==> config.mk <==
export PLATFORM = sky130hd
export DESIGN_NAME = image_write_ctrl
export DESIGN_NICKNAME = d
export VERILOG_FILES = /design/src/rtl/image_write_ctrl.sv
export SDC_FILE = /design/constraint.sdc
export NUM_CORES = 1
export LEC_CHECK = 0
export CAP_MARGIN = 5
export CORE_ASPECT_RATIO = 0.8
export CORE_UTILIZATION = 42
export DETAILED_ROUTE_END_ITERATION = 8
export HOLD_SLACK_MARGIN = 0.12
export PLACE_DENSITY_LB_ADDON = 0.08
export SYNTH_ARGS = -nofsm -noshare
export SYNTH_HDL_FRONTEND = slang
export SYNTH_SLANG_ARGS = --single-unit
export TNS_END_PERCENT = 1
==> constraint.sdc <==
create_clock -name HCLK -period 2.9 [get_ports HCLK]
set_clock_uncertainty 0.2 [all_clocks]
set_input_delay 0.58 -clock HCLK [delete_from_list [all_inputs] [get_ports HCLK]]
set_output_delay 0.58 -clock HCLK [all_outputs]
set_load 0.1 [all_outputs]
==> src/rtl/image_write_ctrl.sv <==
// Frame sequencer feeding the BMP writer: counts one WIDTH x HEIGHT frame of pixel pairs, then waits for Write_Done.
// Latency: a beat accepted at edge N drives hsync and DATA_WRITE_* during cycle N+1.
// Backpressure: in_ready depends on state only; it is high in ACTIVE and low elsewhere. Optional line blanking uses IMAGE_WRITE_CTRL_HBLANK_EN.
module image_write_ctrl #(
    parameter int WIDTH        = 768,
    parameter int HEIGHT       = 512,
    parameter int HBLANK       = 160,
    parameter int DONE_TIMEOUT = 16
) (
    input  logic        HCLK,
    input  logic        HRESETn,
    input  logic        start,
    input  logic        in_valid,
    output logic        in_ready,
    input  logic [7:0]  in_r0,
    input  logic [7:0]  in_g0,
    input  logic [7:0]  in_b0,
    input  logic [7:0]  in_r1,
    input  logic [7:0]  in_g1,
    input  logic [7:0]  in_b1,
    output logic        hsync,
    output logic [7:0]  DATA_WRITE_R0,
    output logic [7:0]  DATA_WRITE_G0,
    output logic [7:0]  DATA_WRITE_B0,
    output logic [7:0]  DATA_WRITE_R1,
    output logic [7:0]  DATA_WRITE_G1,
    output logic [7:0]  DATA_WRITE_B1,
    input  logic        Write_Done,
    output logic        busy,
    output logic        frame_done,
    output logic        err,
    output logic [15:0] col,
    output logic [15:0] row
);

    // Parameter sanity: odd widths cannot be split into pixel pairs; zero blanking or timeout is meaningless.
    if ((WIDTH % 2) != 0 || WIDTH < 2 || HEIGHT < 1 || HBLANK < 1 || DONE_TIMEOUT < 1) begin : g_bad_param
        $error("image_write_ctrl: illegal parameter set");
    end

    localparam logic [15:0] LAST_COL = 16'(WIDTH / 2 - 1);
    localparam logic [15:0] LAST_ROW = 16'(HEIGHT - 1);
    localparam logic [15:0] TO_LAST  = 16'(DONE_TIMEOUT - 1);

    typedef enum logic [2:0] {
        S_IDLE,
        S_ACTIVE,
        S_BLANK,
        S_WAIT_DONE,
        S_DONE
    } state_t;

    state_t      state;
    state_t      state_nxt;
    logic        accept;
    logic        line_end;
    logic        last_row;
    logic        timeout_evt;
    logic [15:0] to_cnt;

    assign in_ready    = (state == S_ACTIVE);
    assign busy        = (state != S_IDLE);
    assign frame_done  = (state == S_DONE);
    assign accept      = in_valid & in_ready;
    assign last_row    = (row == LAST_ROW);
    assign line_end    = accept & (col == LAST_COL);
    // Write_Done wins over a timeout landing in the same cycle.
    assign timeout_evt = (state == S_WAIT_DONE) & ~Write_Done & (to_cnt == TO_LAST);

`ifdef IMAGE_WRITE_CTRL_HBLANK_EN
    localparam logic [15:0] BLANK_LAST = 16'(HBLANK - 1);
    logic [15:0] blank_cnt;

    // Blanking counter: counts cycles spent in BLANK, reset whenever elsewhere.
    always_ff @(posedge HCLK or negedge HRESETn) begin
        if (!HRESETn) begin
            blank_cnt <= '0;
        end else if (state == S_BLANK) begin
            blank_cnt <= blank_cnt + 16'd1;
        end else begin
            blank_cnt <= '0;
        end
    end
`endif

    // State register.
    always_ff @(posedge HCLK or negedge HRESETn) begin
        if (!HRESETn) begin
            state <= S_IDLE;
        end else begin
            state <= state_nxt;
        end
    end

    // Next-state logic for the frame sequence.
    always_comb begin
        state_nxt = state;
        case (state)
            S_IDLE: begin
                if (start) state_nxt = S_ACTIVE;
            end
            S_ACTIVE: begin
                if (line_end) begin
                    if (last_row) begin
                        state_nxt = S_WAIT_DONE;
                    end else begin
`ifdef IMAGE_WRITE_CTRL_HBLANK_EN
                        state_nxt = S_BLANK;
`else
                        state_nxt = S_ACTIVE;
`endif
                    end
                end
            end
`ifdef IMAGE_WRITE_CTRL_HBLANK_EN
            S_BLANK: begin
                if (blank_cnt == BLANK_LAST) state_nxt = S_ACTIVE;
            end
`endif
            S_WAIT_DONE: begin
                if (Write_Done) begin
                    state_nxt = S_DONE;
                end else if (timeout_evt) begin
                    state_nxt = S_IDLE;
                end
            end
            S_DONE: begin
                state_nxt = S_IDLE;
            end
            default: begin
                state_nxt = S_IDLE;
            end
        endcase
    end

    // Write strobe and pixel data: strobe for one cycle per accepted beat, data held otherwise.
    always_ff @(posedge HCLK or negedge HRESETn) begin
        if (!HRESETn) begin
            hsync         <= 1'b0;
            DATA_WRITE_R0 <= '0;
            DATA_WRITE_G0 <= '0;
            DATA_WRITE_B0 <= '0;
            DATA_WRITE_R1 <= '0;
            DATA_WRITE_G1 <= '0;
            DATA_WRITE_B1 <= '0;
        end else begin
            hsync <= accept;
            if (accept) begin
                DATA_WRITE_R0 <= in_r0;
                DATA_WRITE_G0 <= in_g0;
                DATA_WRITE_B0 <= in_b0;
                DATA_WRITE_R1 <= in_r1;
                DATA_WRITE_G1 <= in_g1;
                DATA_WRITE_B1 <= in_b1;
            end
        end
    end

    // Column/row position; row stays on the last line once the frame is complete.
    always_ff @(posedge HCLK or negedge HRESETn) begin
        if (!HRESETn) begin
            col <= '0;
            row <= '0;
        end else if (state == S_IDLE && start) begin
            col <= '0;
            row <= '0;
        end else if (accept) begin
            if (line_end) begin
                col <= '0;
                if (!last_row) row <= row + 16'd1;
            end else begin
                col <= col + 16'd1;
            end
        end
    end

    // Sticky error: set by a Write_Done timeout, cleared by the next accepted start.
    always_ff @(posedge HCLK or negedge HRESETn) begin
        if (!HRESETn) begin
            err <= 1'b0;
        end else if (state == S_IDLE && start) begin
            err <= 1'b0;
        end else if (timeout_evt) begin
            err <= 1'b1;
        end
    end

    // Timeout counter: runs from 0 on entry to WAIT_DONE.
    always_ff @(posedge HCLK or negedge HRESETn) begin
        if (!HRESETn) begin
            to_cnt <= '0;
        end else if (state == S_WAIT_DONE) begin
            to_cnt <= to_cnt + 16'd1;
        end else begin
            to_cnt <= '0;
        end
    end

endmodule

==> results of run 1 <==
repair_timing:
item | CTS | global route
endpoints found under the hold margin | 31 | 0
resized for setup | 0 | 0
hold buffers | 1 | 0
registers in the layout, indices dropped and copies added (netlist names):
signal and cells:
DATA_WRITE_R0 8, err 1, col 16, DATA_WRITE_B1 8
hsync 1, DATA_WRITE_G1 8, to_cnt 16, DATA_WRITE_R1 8
DATA_WRITE_B0 8, state 3, row 16, DATA_WRITE_G0 8
worst register-to-register path: stages (launching register included):
cell	delay, ps
dfrtp_1	420
ha_1	260
and2_0	230
and3_1	310
a211oi_4	210
buf_4	240
a31oi_1	110
a41o_1	220
cell type report:
class                   instances  area [µm²]
clock buffers                  12         246
clock inverters                 2        35.0
fillers                       892        4210
inverters                       5        18.8
multi-input cells             266        1910
flip-flops and latches        101        2530
well taps                     140         175
repair buffers                145        1240
through the flow:
stage                     setup slack (ps)  hold slack [ps]  cells  power [mW]  util [%]
final                                  524              286    671        4.03      59.4
after global routing                   401              305    671        4.18      59.4
after CTS                              519              284    671        4.08      59.4
after detailed placement               196              276    656        2.90      56.5
after global placement                 261              270    656        2.89      56.5
after floorplan                       -420             84.4    389        2.55         -
metal layers:
layer / up-vias / global-route usage [%] / wire length, µm
met2: 104 / 33.0 / 5080
met5: - / 0 / 0
met1: 1718 / 24.9 / 4450
met4: 0 / 7.37 / 144
met3: 10 / 5.08 / 592
li1: 1655 / - / -
where the power goes:
group | switching [mW] | total, mW | internal, mW | leakage [nW]
clock | 0.483 | 1.17 | 0.682 | 0.139
sequential | 0.0880 | 1.60 | 1.52 | 1.28
combinational | 0.962 | 1.26 | 0.299 | 1.34
cell families after synthesis:
| logic type | synth area share (%) |
|---|---|
| flops | 55.6 |
| buf+inv | 2.53 |
| fa+ha+maj | 0.826 |
| compound gates | 4.71 |
| mux | 12.8 |
| simple gates | 17.9 |
| xor+xnor | 5.59 |
synthesized netlist by cell type (all sizes together), types with 5 or more instances:
cell type  number
nor3            5
xnor2          12
o21ai          10
inv             5
nand3          18
xor2           17
dfrtp         101
nand2          23
and4            8
mux2           48
a21oi           9
buf            11
and3           10
nor2           46
clkbuf          6
nand4          12
nor4            9
worst paths after layout:
kind                            slack, ps  startpoint  depth (start not counted)                to
worst max-delay path                  520    in_valid                          6           row[12]
worst max register to register        580      row[0]                          7            row[9]
max in group asynchronous            1250     HRESETn                          3        to_cnt[13]
worst min register to register        290   to_cnt[0]                          1         to_cnt[0]
worst min-delay path                  290   to_cnt[0]                          1         to_cnt[0]
min in group asynchronous             530     HRESETn                          2  DATA_WRITE_R0[7]
==> impl_metrics.py, run 1 <==
metrics = {
    "logic_synthesis": {
        "synth_top_area_share_pct": 55.6,
        "yosys-top-cells-area": "dfrtp_1 56%, mux2_2 12%, nor2_1 3.8%",
        "netlist_area_um2": 4540,
        "synthCells": 389,
        "synthArstFlopShare_pct": 100,
        "synth_seq_cells": 101,
        "synth_warnings": 0,
        "postSynthNetCount": 445,
        "ys_types": 43,
        "synth-edff-count": 0,
        "ys.flop_type": "dfrtp_1",
        "avgSynthCellArea_um2": 11.7,
        "post-synth-top-area-cell": "dfrtp_1",
        "yosysSeqAreaShare_pct": 55.6,
    },
    "setup_path": {
        "crit_fanout": 8,
        "worstPathCellList": "clkdlybuf4s50_1 -> and4bb_2 -> nand3_1 -> or2_1 -> or3_1 -> a21oi_1",
        "critPathLaunchType": "input port",
        "crit_path_top_delay_cell": "clkdlybuf4s50_1",
        "cpLargestDelayFamily": "simple AND/OR/NAND/NOR gates",
        "path_class": "input port to register",
        "arrival_ps": 2430,
        "cpPeakStageDelay_ps": 480,
        "crit_required_ps": 2950,
        "crit_path_end_kind": "register",
        "cp.buffers_inverters": 1,
    },
    "sta": {
        "tightest_slew_ps": 763,
        "setup_viol": 0,
        "max_clock_freq_ghz": 0.421,
        "slew_violations": 0,
        "grt_setup_unrepaired": "false",
        "fin_crit_ps": 2380,
        "fin_crit_sh_pct": 81.9,
        "slew_headroom_pct": 49.0,
        "hold_viol": 0,
        "setup_tns_ps": 0,
    },
    "drt": {
        "ant_nets": 0,
        "dr.pass1.iters": 4,
        "drc": 0,
        "wl_per_cell_um": 15.3,
        "vias": 3487,
        "drt_iter0_markers": 239,
        "routed_wl_um": 10300,
        "viasPerCell": 5.20,
    },
    "floorplanning": {
        "dieArea_um2": 11200,
        "die_y_um": 95.0,
        "die_x_um": 118,
        "start_util_pct": 43.8,
        "core_um2": 10400,
        "rows": 33,
        "ios": 138,
    },
    "grt": {
        "grt_start_max_net_pins": 56,
        "gr-total-overflow": 0,
        "antenna_found_initial": 0,
        "grt_pass1_wl_um": 17200,
        "grtUsageTotal_pct": 19.7,
        "grt_pass1_vias": 3426,
    },
    "job": {
        "maxCapViolations": 0,
    },
    "final_layout": {
        "area_growth_syn_to_layout_pct": 35.4,
        "nets": 584,
        "mostFrequentLayoutCell": "dfrtp_1",
        "drive_above_1_share_pct": 30.7,
        "stdcell_area_um2": 6150,
        "n_antenna_cell": 0,
        "final_cell_mix": "101 x dfrtp_1, 91 x buf_4, 51 x clkdlybuf4s50_1, 48 x mux2_2, 46 x nor2_1",
    },
    "placement": {
        "dp_hpwl_um": 7250,
        "routabilityCongestion": 0.770,
        "port_buffers": 137,
        "placed_area_um2": 5860,
    },
    "clock_network": {
        "cts_max_level": 3,
        "cts_sinks": 101,
        "cts-root-buf": "clkbuf_16",
        "clockBufferDepth": 2,
        "clock_latency_ps": 340,
        "cts_buffers": 9,
        "cts_setup_buffers": 0,
        "cts_tree": "done",
        "clk_pin_slew_ps": 60,
    },
    "hold_path": {
        "worstHoldPathType": "register to register",
    },
    "status": {
        "status": "finished clean",
    },
    "pwr": {
        "irDropWorstVdd_v": 0.000346,
        "power_density_nw_per_um2": 655,
        "cellLeakagePower_nw": 2.76,
    },
}
Note: power is estimated with default switching activity, not from simulation.
==> run 2: changes to the inputs <==
==> constraint.sdc (replaced) <==
create_clock -name HCLK -period 2.3 [get_ports HCLK]
set_clock_uncertainty 0.2 [all_clocks]
set_input_delay 0.46 -clock HCLK [delete_from_list [all_inputs] [get_ports HCLK]]
set_output_delay 0.46 -clock HCLK [all_outputs]
set_load 0.1 [all_outputs]
==> impl_metrics.py, run 2 (same netlist as run 1, synthesis figures left out) <==
metrics = {
    "grt": {
        "grt_pass1_vias": 3526,
        "antenna_found_initial": 0,
        "grt_pass1_wl_um": 17300,
        "grt_start_max_net_pins": 55,
        "gr-total-overflow": 0,
        "grtUsageTotal_pct": 19.5,
    },
    "sta": {
        "tightest_slew_ps": 455,
        "setup_viol": 0,
        "hold_viol": 0,
        "fin_crit_ps": 2150,
        "slew_violations": 0,
        "grt_setup_unrepaired": "false",
        "slew_headroom_pct": 69.4,
        "setup_ws_ps": 147,
        "fin_crit_sh_pct": 93.6,
        "setup_tns_ps": 0,
        "max_clock_freq_ghz": 0.464,
    },
    "final_layout": {
        "nets": 603,
        "reg_top3": "col (16), row (16), to_cnt (16)",
        "area_growth_syn_to_layout_pct": 43.0,
        "drive_above_1_share_pct": 37.9,
        "final_cell_mix": "103 x buf_4, 80 x dfrtp_1, 51 x clkdlybuf4s50_1, 48 x mux2_2, 46 x nor2_1",
        "postLayoutCoreUtil_pct": 62.7,
        "n_antenna_cell": 0,
        "fill_cells": 827,
        "mostFrequentLayoutCell": "buf_4",
    },
    "hold_path": {
        "worstHoldPathType": "register to register",
    },
    "status": {
        "status": "finished clean",
    },
    "setup_path": {
        "crit_path_top_delay_cell": "clkdlybuf4s50_1",
        "crit_path_end_kind": "register",
        "cp.buffers_inverters": 3,
        "cpPeakStageDelay_ps": 480,
        "path_common_cell": "buf_4",
        "path_class": "input port to register",
        "worstPathCellList": "clkdlybuf4s50_1 -> and4bb_2 -> nand3_1 -> buf_4 -> a211oi_4 -> buf_4 -> a31oi_1 -> a41o_1",
        "arrival_ps": 2180,
        "crit_fanout": 8,
        "critPathLaunchType": "input port",
        "cpLargestDelayFamily": "buffers and inverters",
        "crit_required_ps": 2330,
    },
    "floorplanning": {
        "ios": 138,
        "dieArea_um2": 11200,
        "die_x_um": 118,
        "core_um2": 10400,
        "rows": 33,
        "die_y_um": 95.0,
        "start_util_pct": 43.8,
    },
    "clock_network": {
        "ctsResizeCount": 0,
        "cts-root-buf": "clkbuf_16",
        "cts_tree": "done",
        "cts_max_level": 3,
        "clockBufferDepth": 2,
        "clk_pin_slew_ps": 70,
        "cts_sinks": 101,
        "clock_latency_ps": 340,
        "cts_buffers": 9,
    },
    "drt": {
        "ant_nets": 0,
        "vias": 3520,
        "wl_per_cell_um": 14.8,
        "dr.pass1.iters": 4,
        "viasPerCell": 5.09,
        "drc": 0,
        "routed_wl_um": 10200,
        "drt_iter0_markers": 159,
    },
    "pwr": {
        "switching_share_pct": 36.7,
        "pwr-share-seq_pct": 37.9,
        "irDropWorstVdd_v": 0.000556,
        "power_density_nw_per_um2": 826,
        "p_int_mw": 3.40,
        "p_comb_share_pct": 29.8,
        "clockPowerShare_pct": 32.3,
        "power_mw": 5.37,
        "cellLeakagePower_nw": 2.87,
        "p_switching_mw": 1.97,
    },
    "placement": {
        "routabilityCongestion": 0.816,
        "dp_hpwl_um": 7390,
        "pre_cts_slack_ps": -201,
        "port_buffers": 137,
    },
    "job": {
        "maxCapViolations": 0,
    },
}
[run 2: repair_timing]
action | CTS | global route
hold buffers | 1 | 0
hold endpoints to repair | 26 | 0
setup buffers | 0 | 0
[run 2: final cells by class]
type / instances / area (µm²) / share of cell area [%]
flip-flops and latches: 101 / 2560 / 39.4
multi-input cells: 266 / 1920 / 29.6
repair buffers: 164 / 1470 / 22.7
clock buffers: 10 / 239 / 3.68
well taps: 140 / 175 / 2.70
clock inverters: 6 / 110 / 1.69
inverters: 5 / 18.8 / 0.289
[run 2: per-layer routing]
metal | GRT usage [%] | routed length, µm | vias up
met2 | 32.8 | 4690 | 107
met4 | 5.88 | 144 | 0
met3 | 5.80 | 733 | 15
met5 | 0 | 0 | -
met1 | 24.5 | 4670 | 1705
li1 | - | - | 1693
[run 2: power groups by stage]
stage / Combinational, mW / Clock, mW / Sequential [mW]
after floorplan: 0.184 / 0 / 3.04
after global placement: 1.59 / 0 / 2.06
after detailed placement: 1.61 / 0 / 2.06
after CTS: 1.61 / 1.78 / 2.03
after global routing: 1.65 / 1.83 / 2.06
final: 1.60 / 1.73 / 2.03
[run 2: worst paths after layout]
check                          start  depth (start not counted)               end  slack (ps)
max                         in_valid                          8            row[4]         150
min                        to_cnt[0]                          1         to_cnt[0]         280
max reg2reg                   row[0]                          7            row[4]         200
min reg2reg                to_cnt[0]                          1         to_cnt[0]         280
max in group asynchronous    HRESETn                          3           col[13]         940
min in group asynchronous    HRESETn                          2  DATA_WRITE_R1[5]         390
[run 2: metrics by stage]
stage | hold WS, ps | std cells | instance area [µm²]
CTS | 286 | 692 | 6500
global route | 315 | 692 | 6500
detailed placement | 217 | 675 | 6140
floorplan | -35.6 | 389 | 4600
finish | 284 | 692 | 6500
global placement | 211 | 675 | 6140
[run 2: worst register-to-register path, cell delays in order, from the launching register on]
cell and delay (ps):
dfrtp_4 510, ha_4 180, and2_1 150, and3_1 220, a211oi_4 250, buf_4 190
a31oi_1 80, a41o_1 210
